==> src/rtl/adder_operand_collector.sv <==
// Packs a valid/ready byte stream into zero-padded groups of four for the four-operand adder.
// A group is presented one cycle after its closing word is accepted; input stalls while a group is held.
module adder_operand_collector #(
  parameter int WIDTH = 8,
  parameter int CNT_W = 16
) (
  input  logic             clk,
  input  logic             rst,
  input  logic             in_valid,
  output logic             in_ready,
  input  logic [WIDTH-1:0] in_data,
  input  logic             in_last,
  output logic             out_valid,
  input  logic             out_ready,
  output logic [WIDTH-1:0] a,
  output logic [WIDTH-1:0] b,
  output logic [WIDTH-1:0] c,
  output logic [WIDTH-1:0] d,
  output logic [2:0]       out_count,
  output logic [CNT_W-1:0] group_count
);

  typedef enum logic {COLLECT = 1'b0, HOLD = 1'b1} state_t;

  state_t     state;
  state_t     next_state;
  logic [1:0] idx;
  logic       accept;
  logic       close_grp;
  logic       handoff;

  assign accept    = in_valid & in_ready;
  assign close_grp = accept & ((idx == 2'd3) | in_last);
  assign handoff   = out_valid & out_ready;

  always_ff @(posedge clk) begin
    if (rst) state <= COLLECT;
    else     state <= next_state;
  end

  always_comb begin
    next_state = state;
    case (state)
      COLLECT: if (close_grp) next_state = HOLD;
      HOLD:    if (handoff)   next_state = COLLECT;
      default: next_state = COLLECT;
    endcase
  end

  // in_ready is forced low during reset so no word is accepted into a group being discarded.
  always_comb begin
    in_ready  = (state == COLLECT) & ~rst;
    out_valid = (state == HOLD);
  end

  always_ff @(posedge clk) begin
    if (rst) begin
      idx         <= 2'd0;
      a           <= '0;
      b           <= '0;
      c           <= '0;
      d           <= '0;
      out_count   <= 3'd0;
      group_count <= '0;
    end else if (handoff) begin
      // Clearing the slots here is what zero-pads the next short group.
      idx         <= 2'd0;
      a           <= '0;
      b           <= '0;
      c           <= '0;
      d           <= '0;
      out_count   <= 3'd0;
      group_count <= group_count + 1'b1;
    end else if (accept) begin
      case (idx)
        2'd0:    a <= in_data;
        2'd1:    b <= in_data;
        2'd2:    c <= in_data;
        default: d <= in_data;
      endcase
      idx <= idx + 2'd1;
      if (close_grp) out_count <= {1'b0, idx} + 3'd1;
    end
  end

endmodule
==> config.mk <==
export PLATFORM = sky130hd
export DESIGN_NAME = adder_operand_collector
export DESIGN_NICKNAME = d
export VERILOG_FILES = /design/src/rtl/adder_operand_collector.sv
export SDC_FILE = /design/constraint.sdc
export NUM_CORES = 1
export LEC_CHECK = 0
export ABC_AREA = 1
export BUFFER_PORTS_ARGS = -buffer_cell sky130_fd_sc_hd__buf_4
export CORE_UTILIZATION = 34
export CTS_CLUSTER_DIAMETER = 150
export DETAILED_ROUTE_END_ITERATION = 7
export PLACE_DENSITY_LB_ADDON = 0.2
export RECOVER_POWER = 25
export SLEW_MARGIN = 15
export SYNTH_ARGS = -nofsm -noshare
export SYNTH_HDL_FRONTEND = slang
export SYNTH_SLANG_ARGS = --single-unit
==> constraint.sdc <==
create_clock -name clk -period 2.1 [get_ports clk]
set_input_delay 0.105 -clock clk [delete_from_list [all_inputs] [get_ports clk]]
set_output_delay 0.105 -clock clk [all_outputs]
set_load 0.005 [all_outputs]
# After elaboration in Yosys (flattened, before gate mapping)
# Index checks and enable logic that the tools add are counted.
# totals
reg_bits	54
latch_bits	0
ram_bits	0
rom_bits	0
inputBits	13
elab_cells	33
mem_count	0
# op_classes
addsub	3
n_mul	0
n_div	0
magnitude_cmp	0
n_eq_ne	3
n_shift	0
muxes	3
bitwise	8
reduce_logical	8
# ops
cell	count
adder 16 x 1 -> 16 bit (second input constant)	1
AND reduction 2 bit	5
AND 1 bit	4
equality test 2 bit (second input constant)	2
adder 2 x 1 -> 3 bit (second input constant)	1
inverter 1 bit	3
OR reduction 3 bit	1
adder 2 x 1 -> 2 bit (second input constant)	1
equality test 2 x 1 -> 1 bit (second input constant)	1
logical NOT 2 bit	1
2-to-1 mux 1 bit	2
case mux 1 bit (2 select lines)	1
OR reduction 2 bit	1
OR 1 bit	1

# Logic depth before layout (Yosys ltp)
# Gate-level depths: netlist of run 1.
# logic_depth
ltp_word	6
ltp_mapped	8
mapped_depth_nobuf	8

# Worst setup path before layout of run 1
# Ideal clock, no wire load.
# synth_path
kind	register to register
startpoint	reg group_count[1]
endpoint	reg group_count[12]
setup_time_ps	116
t_arrival_ps	1133
required_ps	1984
setup_slack_ps	851
stages_incl_launch_ff	7
path_cell_list	dfxtp_1 > ha_1 > nand3_1 > nor2_4 > nand4_1 > o21ai_0 > nor2_1
# synth_via
elab_chain_cells	1
# synth_rtl
item	line	rtl
from (decl)	20	output logic [CNT_W-1:0] group_count
from (signal assigned)	73	group_count <= group_count + 1'b1;
adder 16 x 1 -> 16 bit	73	
# Every way passes these cells.
# A chain may end at the register's enable or synchronous reset.

# Worst setup path in the final report of run 1
# layout_path
startpoint	reg state, in the netlist out_valid
endpoint	reg out_count[1]
# layout_via
elab_chain_cells	5
word_cells_on_any_way	7
# layout_rtl
item	line	rtl
from (decl)	25	state_t state;
from (signal assigned)	38	else state <= next_state;
inverter 1 bit	-	
AND 1 bit	52	in_ready = (state == COLLECT) & ~rst;
AND 1 bit	32	assign accept = in_valid & in_ready;
AND 1 bit	33	assign close_grp = accept & ((idx == 2'd3) | in_last);
AND reduction 2 bit (no source line)	-	
to (signal assigned)	82	if (close_grp) out_count <= {1'b0, idx} + 3'd1;
to (decl)	19	output logic [2:0] out_count,
# Several ways; a longest one is shown, not always the timed one.

==> results by group, run 1 <==
Layout
  – Layout overhead on the synthesized area: 23.7%
  – Sequential cell area: 0.00108 sq mm
  – Area of the multi-input gates: approximately 0.0011 sq mm
  – Fraction of layout cells with a size suffix above 1: 0.229
  – Fin nets: between 300 and 400
  – Most common cell after layout, fill and taps aside: nand2_1
  – Most frequent cells in the layout: nand2_1 (67), dfxtp_1 (54), a21oi_1 (44)
  – # diodes: 0
  – Filler instances: 720

GRT
  – First-pass GRT wire length: 9.54 mm
  – All-layer global routing usage: 0.164
  – Largest net degree at the start of global routing: 39
  – Total global routing overflow: 0
  – Vias in the first global route: ~2,000
  – Initial antenna violation count: 0

Timing
  – Peak Freq: 607 MHz
  – Hold Vio Cnt, Final: 0
  – Count of final setup violators: 0
  – RSZ-0062 raised after global routing: false
  – Max_slew headroom: 0.629
  – Slew Limit Fails: 0
  – Fin crit share: 0.785
  – Hold slack: 0.0544 ns
  – Slew @ Worst Pin: 0.551 ns
  – Min Tclk post-route: roughly 1.6 ns
  – Setup TNS: 0 ns
  – Layout Skew: 0.0131 ns

Worst setup path
  – R2R depth: 6
  – Worst EP required: 2.28 ns
  – Startpoint types: register
  – Worst-path fanout max: 38
  – Reg2Reg Setup Slack: 0.45 ns
  – WS Path Type: register to register
  – RR Startpoint: out_valid
  – Worst Setup End Kind: register
  – FF-to-FF End: out_count[1]
  – CP startpoint: out_valid
  – Signal arrival time at the worst endpoint: 1.83 ns

Place
  – IO buf count: 65
  – HPWL after DPL: 4.22 mm
  – Placer Congestion: roughly 0.77

Logic synthesis
  – #FFs+latches synth: 54
  – Cell variety after synth: 26
  – Sequential fraction of the synthesis area: 0.454
  – Net count after synthesis: 330
  – Mapped Cells: 311
  – Syn_area_per_cell: 7.66 sq um
  – Syn Std Cell Area: 0.00238 sq mm
  – YS warnings: 0

Power and ir drop
  – Leak: roughly 0.0012 uW
  – Pwr dens: about 620 mW/mm^2
  – Peak supply drop: about 0.24 mV

Clock network
  – Clock root cell: clkbuf_8
  – Clock Latency Late Sink: 0.31 ns
  – TritonCTS Buffers: 5
  – Sink Count: 54
  – CTS tree: done
  – CTS max path bufs: 2
  – Htree depth: 2
  – PostCTS Resize Cnt: 0
  – Postcts setup bufs: 0
  – Clk slew on worst S/H paths: 0.10 ns
  – Hold-fix buffers at CTS: 0

Min path
  – Min-Delay Path Class: primary input to register
  – Min-delay src: rst
  – Hold path depth: 2
  – Hold Path End: group_count[11]

Detailed routing
  – Pre-antenna DRT Iters: 4
  – Post-Route WL: 5.67 mm
  – DRC viols: 0
  – DR iter-0 viols: 86
  – DRT antenna net count: 0
  – Via count: around 2,200
  – Avg WL per Cell: 12.1 um
  – Vias/cell: 4.69

Floorplan
  – Initial core utilization: 0.351
  – Die area: 0.00735 sq mm
  – Die width: 85.7 um
  – Std-Cell Rows: 30
  – Core area: 0.00679 sq mm
  – I/O pin count: 66
  – Die Height: 85.7 um

Outcome
  – Status: completed

Flow run
  – Maxcap violations: 0
## worst max-delay path by stage
| stage | to | slack [ns] | cells past startpoint |
|---|---|---|---|
| 2_1_floorplan | group_count[12] | 0.85 | 6 |
| 3_3_place_gp | out_count[1] | 0.52 | 6 |
| 3_5_place_dp | out_count[1] | 0.46 | 6 |
| 4_1_cts | out_count[1] | 0.43 | 6 |
| 5_1_grt | out_count[1] | 0.28 | 6 |
| 6_report | out_count[1] | 0.45 | 6 |
## Yosys cell counts
| cell | n | area (sq um) |
|---|---|---|
| buf_2 | 6 | 30.0 |
| clkbuf_2 | 1 | 5.00 |
| xor2_1 | 1 | 8.76 |
| nand3_1 | 42 | 210 |
| nor3_1 | 5 | 25.0 |
| ha_1 | 6 | 75.1 |
| o21a_1 | 2 | 15.0 |
| a21oi_1 | 44 | 220 |
| clkbuf_1 | 1 | 3.75 |
| nand4_1 | 1 | 6.26 |
| buf_12 | 4 | 80.1 |
| nor2_4 | 2 | 22.5 |
| nand2_2 | 3 | 18.8 |
| nand2_1 | 67 | 251 |
| nand2_4 | 3 | 33.8 |
| inv_2 | 2 | 7.51 |
| inv_1 | 22 | 82.6 |
| buf_6 | 1 | 11.3 |
| nor2_2 | 3 | 18.8 |
| dfxtp_1 | 54 | 1080 |
| o21bai_1 | 1 | 7.51 |
| a31oi_1 | 1 | 6.26 |
| o21ai_0 | 10 | 50.1 |
| inv_4 | 1 | 6.26 |
| nor2_1 | 27 | 101 |
| o21ai_1 | 1 | 5.00 |
## registers in the layout (all words and copies together) (netlist names)
signal,count
a,8
b,8
c,8
d,8
group_count,16
idx,2
out_count,3
out_valid,1
## power by group
| group | total, uW | switching [uW] | internal (uW) |
|---|---|---|---|
| registers | 1060 | 14.9 | 1040 |
| logic | 164 | 101 | 62.8 |
| clock network | 612 | 346 | 266 |
| total | 1830 | 462 | 1370 |
## logic make-up after synthesis
family	share of synthesized area
simple gates	0.289
buf+inv	0.0950
xor+xnor	0.00368
fa+ha+maj	0.0315
flops	0.454
compound gates	0.128
## through the flow
stage          cells  area [sq um]  worst slack (ns)  power (uW)  utilization
4_1_cts          467          2960             0.433        1850        0.435
6_report         467          2950             0.452        1830        0.434
3_5_place_dp     459          2860             0.462        1250        0.421
3_3_place_gp     459          2860             0.519        1250        0.421
2_1_floorplan    311          2380             0.851        1190            -
5_1_grt          467          2950             0.278        1920        0.434
## worst max-delay path, stage by stage, from the launching register on
cell and delay, ns:
dfxtp_1 0.39, nor2_4 0.16, nand2_4 0.08, inv_4 0.28, o21ai_0 0.31, o21ai_0 0.24, a21oi_1 0.06
## final cells by class
type / instances / share of cell area
Multi-Input combinational cell: 219 / 0.365
Clock inverter: 2 / 0.00424
Timing Repair Buffer: 65 / 0.163
Sequential cell: 54 / 0.367
Tap cell: 96 / 0.0407
Inverter: 25 / 0.0327
Clock buffer: 6 / 0.0280
## metal layers
layer	up-vias	part of all wire	track usage
li1	1134	-	-
met1	988	0.48	0.218
met2	61	0.45	0.258
met3	6	0.058	0.0433
met4	0	0.012	0.0530
met5	-	0	0
Power figures use the tool's default switching activity.
==> run 2: changes to the inputs <==
==> constraint.sdc (replaced) <==
create_clock -name clk -period 1.4 [get_ports clk]
set_input_delay 0.07 -clock clk [delete_from_list [all_inputs] [get_ports clk]]
set_output_delay 0.07 -clock clk [all_outputs]
set_load 0.005 [all_outputs]
==> run 2 against run 1 <==
Effect of this change: via count increased by 3.5%; critical path type unchanged; wire length increased by 4.5%; largest cell class is now multi-input combinational cells; combinational power increased by 70%; global-route usage increased by 0.67 points.
==> results by group, run 2 (synthesis gave the netlist of run 1 again) <==
Outcome
  – Status: completed

Worst setup path
  – Reg2Reg Setup Slack: 0.11 ns
  – Worst Setup End Kind: register
  – Startpoint types: register
  – Worst EP required: 1.61 ns
  – RR Startpoint: group_count[0]
  – Worst-path fanout max: 3
  – Signal arrival time at the worst endpoint: 1.50 ns
  – FF-to-FF End: group_count[15]
  – R2R depth: 8
  – WS Path Type: register to register

Detailed routing
  – Avg WL per Cell: 12.3 um
  – DR iter-0 viols: 90
  – Pre-antenna DRT Iters: 4
  – DRT antenna net count: 0
  – Post-Route WL: 5.92 mm
  – Via count: roughly 2,300
  – Vias/cell: 4.70
  – DRC viols: 0

GRT
  – Total global routing overflow: 0
  – Initial antenna violation count: 0
  – Vias in the first global route: between 2,000 and 2,500
  – Largest net degree at the start of global routing: 34
  – First-pass GRT wire length: 9.97 mm
  – All-layer global routing usage: 0.170

Floorplan
  – Die area: 0.00735 sq mm
  – Die width: 85.7 um
  – Die Height: 85.7 um
  – Initial core utilization: 0.351
  – Std-Cell Rows: 30
  – I/O pin count: 66
  – Core area: 0.00679 sq mm

Place
  – Place WS: -0.0276 ns
  – Placer Congestion: 0.827
  – HPWL after DPL: roughly 4.5 mm
  – IO buf count: 65

Clock network
  – Htree depth: 2
  – CTS max path bufs: 2
  – TritonCTS Buffers: 5
  – CTS tree: done
  – Clk slew on worst S/H paths: approximately 0.10 ns
  – Clock Latency Late Sink: roughly 0.3 ns
  – Hold-fix buffers at CTS: 0
  – Clock root cell: clkbuf_8
  – Sink Count: 54

Timing
  – Min Tclk post-route: around 1.3 ns
  – Setup TNS: 0 ns
  – Slew @ Worst Pin: approximately 0.37 ns
  – Layout Skew: 0.0113 ns
  – Max_slew headroom: 0.754
  – RSZ-0062 raised after global routing: false
  – Fin crit share: 0.920
  – Fin worst setup slack: 0.112 ns
  – Slew Limit Fails: 0
  – Hold slack: 0.0281 ns
  – Hold Vio Cnt, Final: 0
  – Count of final setup violators: 0
  – Peak Freq: 776 MHz

Power and ir drop
  – Sw Ratio: 0.252
  – Sequential power share: 0.568
  – Psw: 702 uW
  – Pwr dens: 902 mW/mm^2
  – Pint: approximately 2100 uW
  – Total power: between 2000 and 3000 uW
  – Leak: 0.00125 uW
  – Clk pwr share: 0.332
  – Peak supply drop: 0.351 mV
  – Combinational share of power: 0.100

Layout
  – Most frequent cells in the layout: nand2_1 (67), buf_4 (53), dfxtp_1 (52)
  – Most common cell after layout, fill and taps aside: nand2_1
  – # diodes: 0
  – Filler instances: 700
  – Post-Route Utilization: 0.456
  – Most flops, register: group_count
  – Sequential cell area: approximately 0.0011 sq mm
  – Max reg flops: 16
  – Area of the multi-input gates: around 0.0011 sq mm
  – Fin nets: 404
  – Layout overhead on the synthesized area: 29.9%
  – Fraction of layout cells with a size suffix above 1: 0.277

Min path
  – Hold Path End: group_count[11]
  – Min-Delay Path Class: primary input to register
  – Hold path depth: 2
  – Min-delay src: rst

Flow run
  – Maxcap violations: 0
==> run 2: cell count changes in the layout (fill, tap and decap cells not counted), sizes merged <==
cell	delta
inv	+1
clkinv	-1
buf	+15
==> run 2: layout make-up <==
cell class / instances / area share
clock buffers: 6 / 0.0267
inverters: 25 / 0.0327
flip-flops and latches: 54 / 0.350
clock inverters: 2 / 0.00525
multi-input cells: 219 / 0.352
repair buffers: 80 / 0.194
well taps: 96 / 0.0388
==> run 2: power groups by stage <==
stage / Combinational [uW] / Clock (uW) / Sequential, uW
finish: 278 / 927 / 1590
global route: 310 / 1020 / 1590
CTS: 280 / 963 / 1590
detailed placement: 279 / 0 / 1620
global placement: 276 / 0 / 1620
floorplan: 166 / 0 / 1620
==> run 2: metal layers <==
metal,wire length [um],GRT usage,share of wire,vias to the layer above
met2,2800,0.284,0.47,62
met1,2790,0.229,0.47,1032
met5,0,0,0,-
met3,275,0.0269,0.046,5
met4,53,0.0485,0.0090,0
li1,-,-,-,1167
==> run 2: metrics by stage <==
step	instances	instance area [sq um]
2_1_floorplan	311	2380
3_3_place_gp	473	2970
3_5_place_dp	473	2970
4_1_cts	481	3070
5_1_grt	482	3100
6_report	482	3100
==> run 2: worst max path at each step <==
stage / from / to / depth (start not counted) / slack, ns
6_report: group_count[0] / group_count[15] / 8 / 0.11
5_1_grt: group_count[0] / group_count[15] / 8 / 0.0001
4_1_cts: out_valid / a[4] / 6 / 0.05
3_5_place_dp: out_valid / a[4] / 5 / -0.03
3_3_place_gp: out_valid / out_count[2] / 5 / 0.009
2_1_floorplan: group_count[1] / group_count[12] / 6 / 0.15
==> run 2: worst max-delay path: stages, from the launching register on <==
cell and delay [ns]:
dfxtp_1 0.35, buf_4 0.12, inv_1 0.05, nor2_1 0.19, nand3_1 0.15, nor2_1 0.15
nand3_1 0.08, nand2_1 0.06, nor2_1 0.04
==> run 2: what timing repair did <==
| item | in CTS | in global routing |
|---|---|---|
| pin swaps | 0 | 1 |
| setup endpoints to repair | 21 | 28 |
| buffers inserted | 0 | 1 |
| cloned | 0 | 0 |
| gates resized for setup | 2 | 9 |
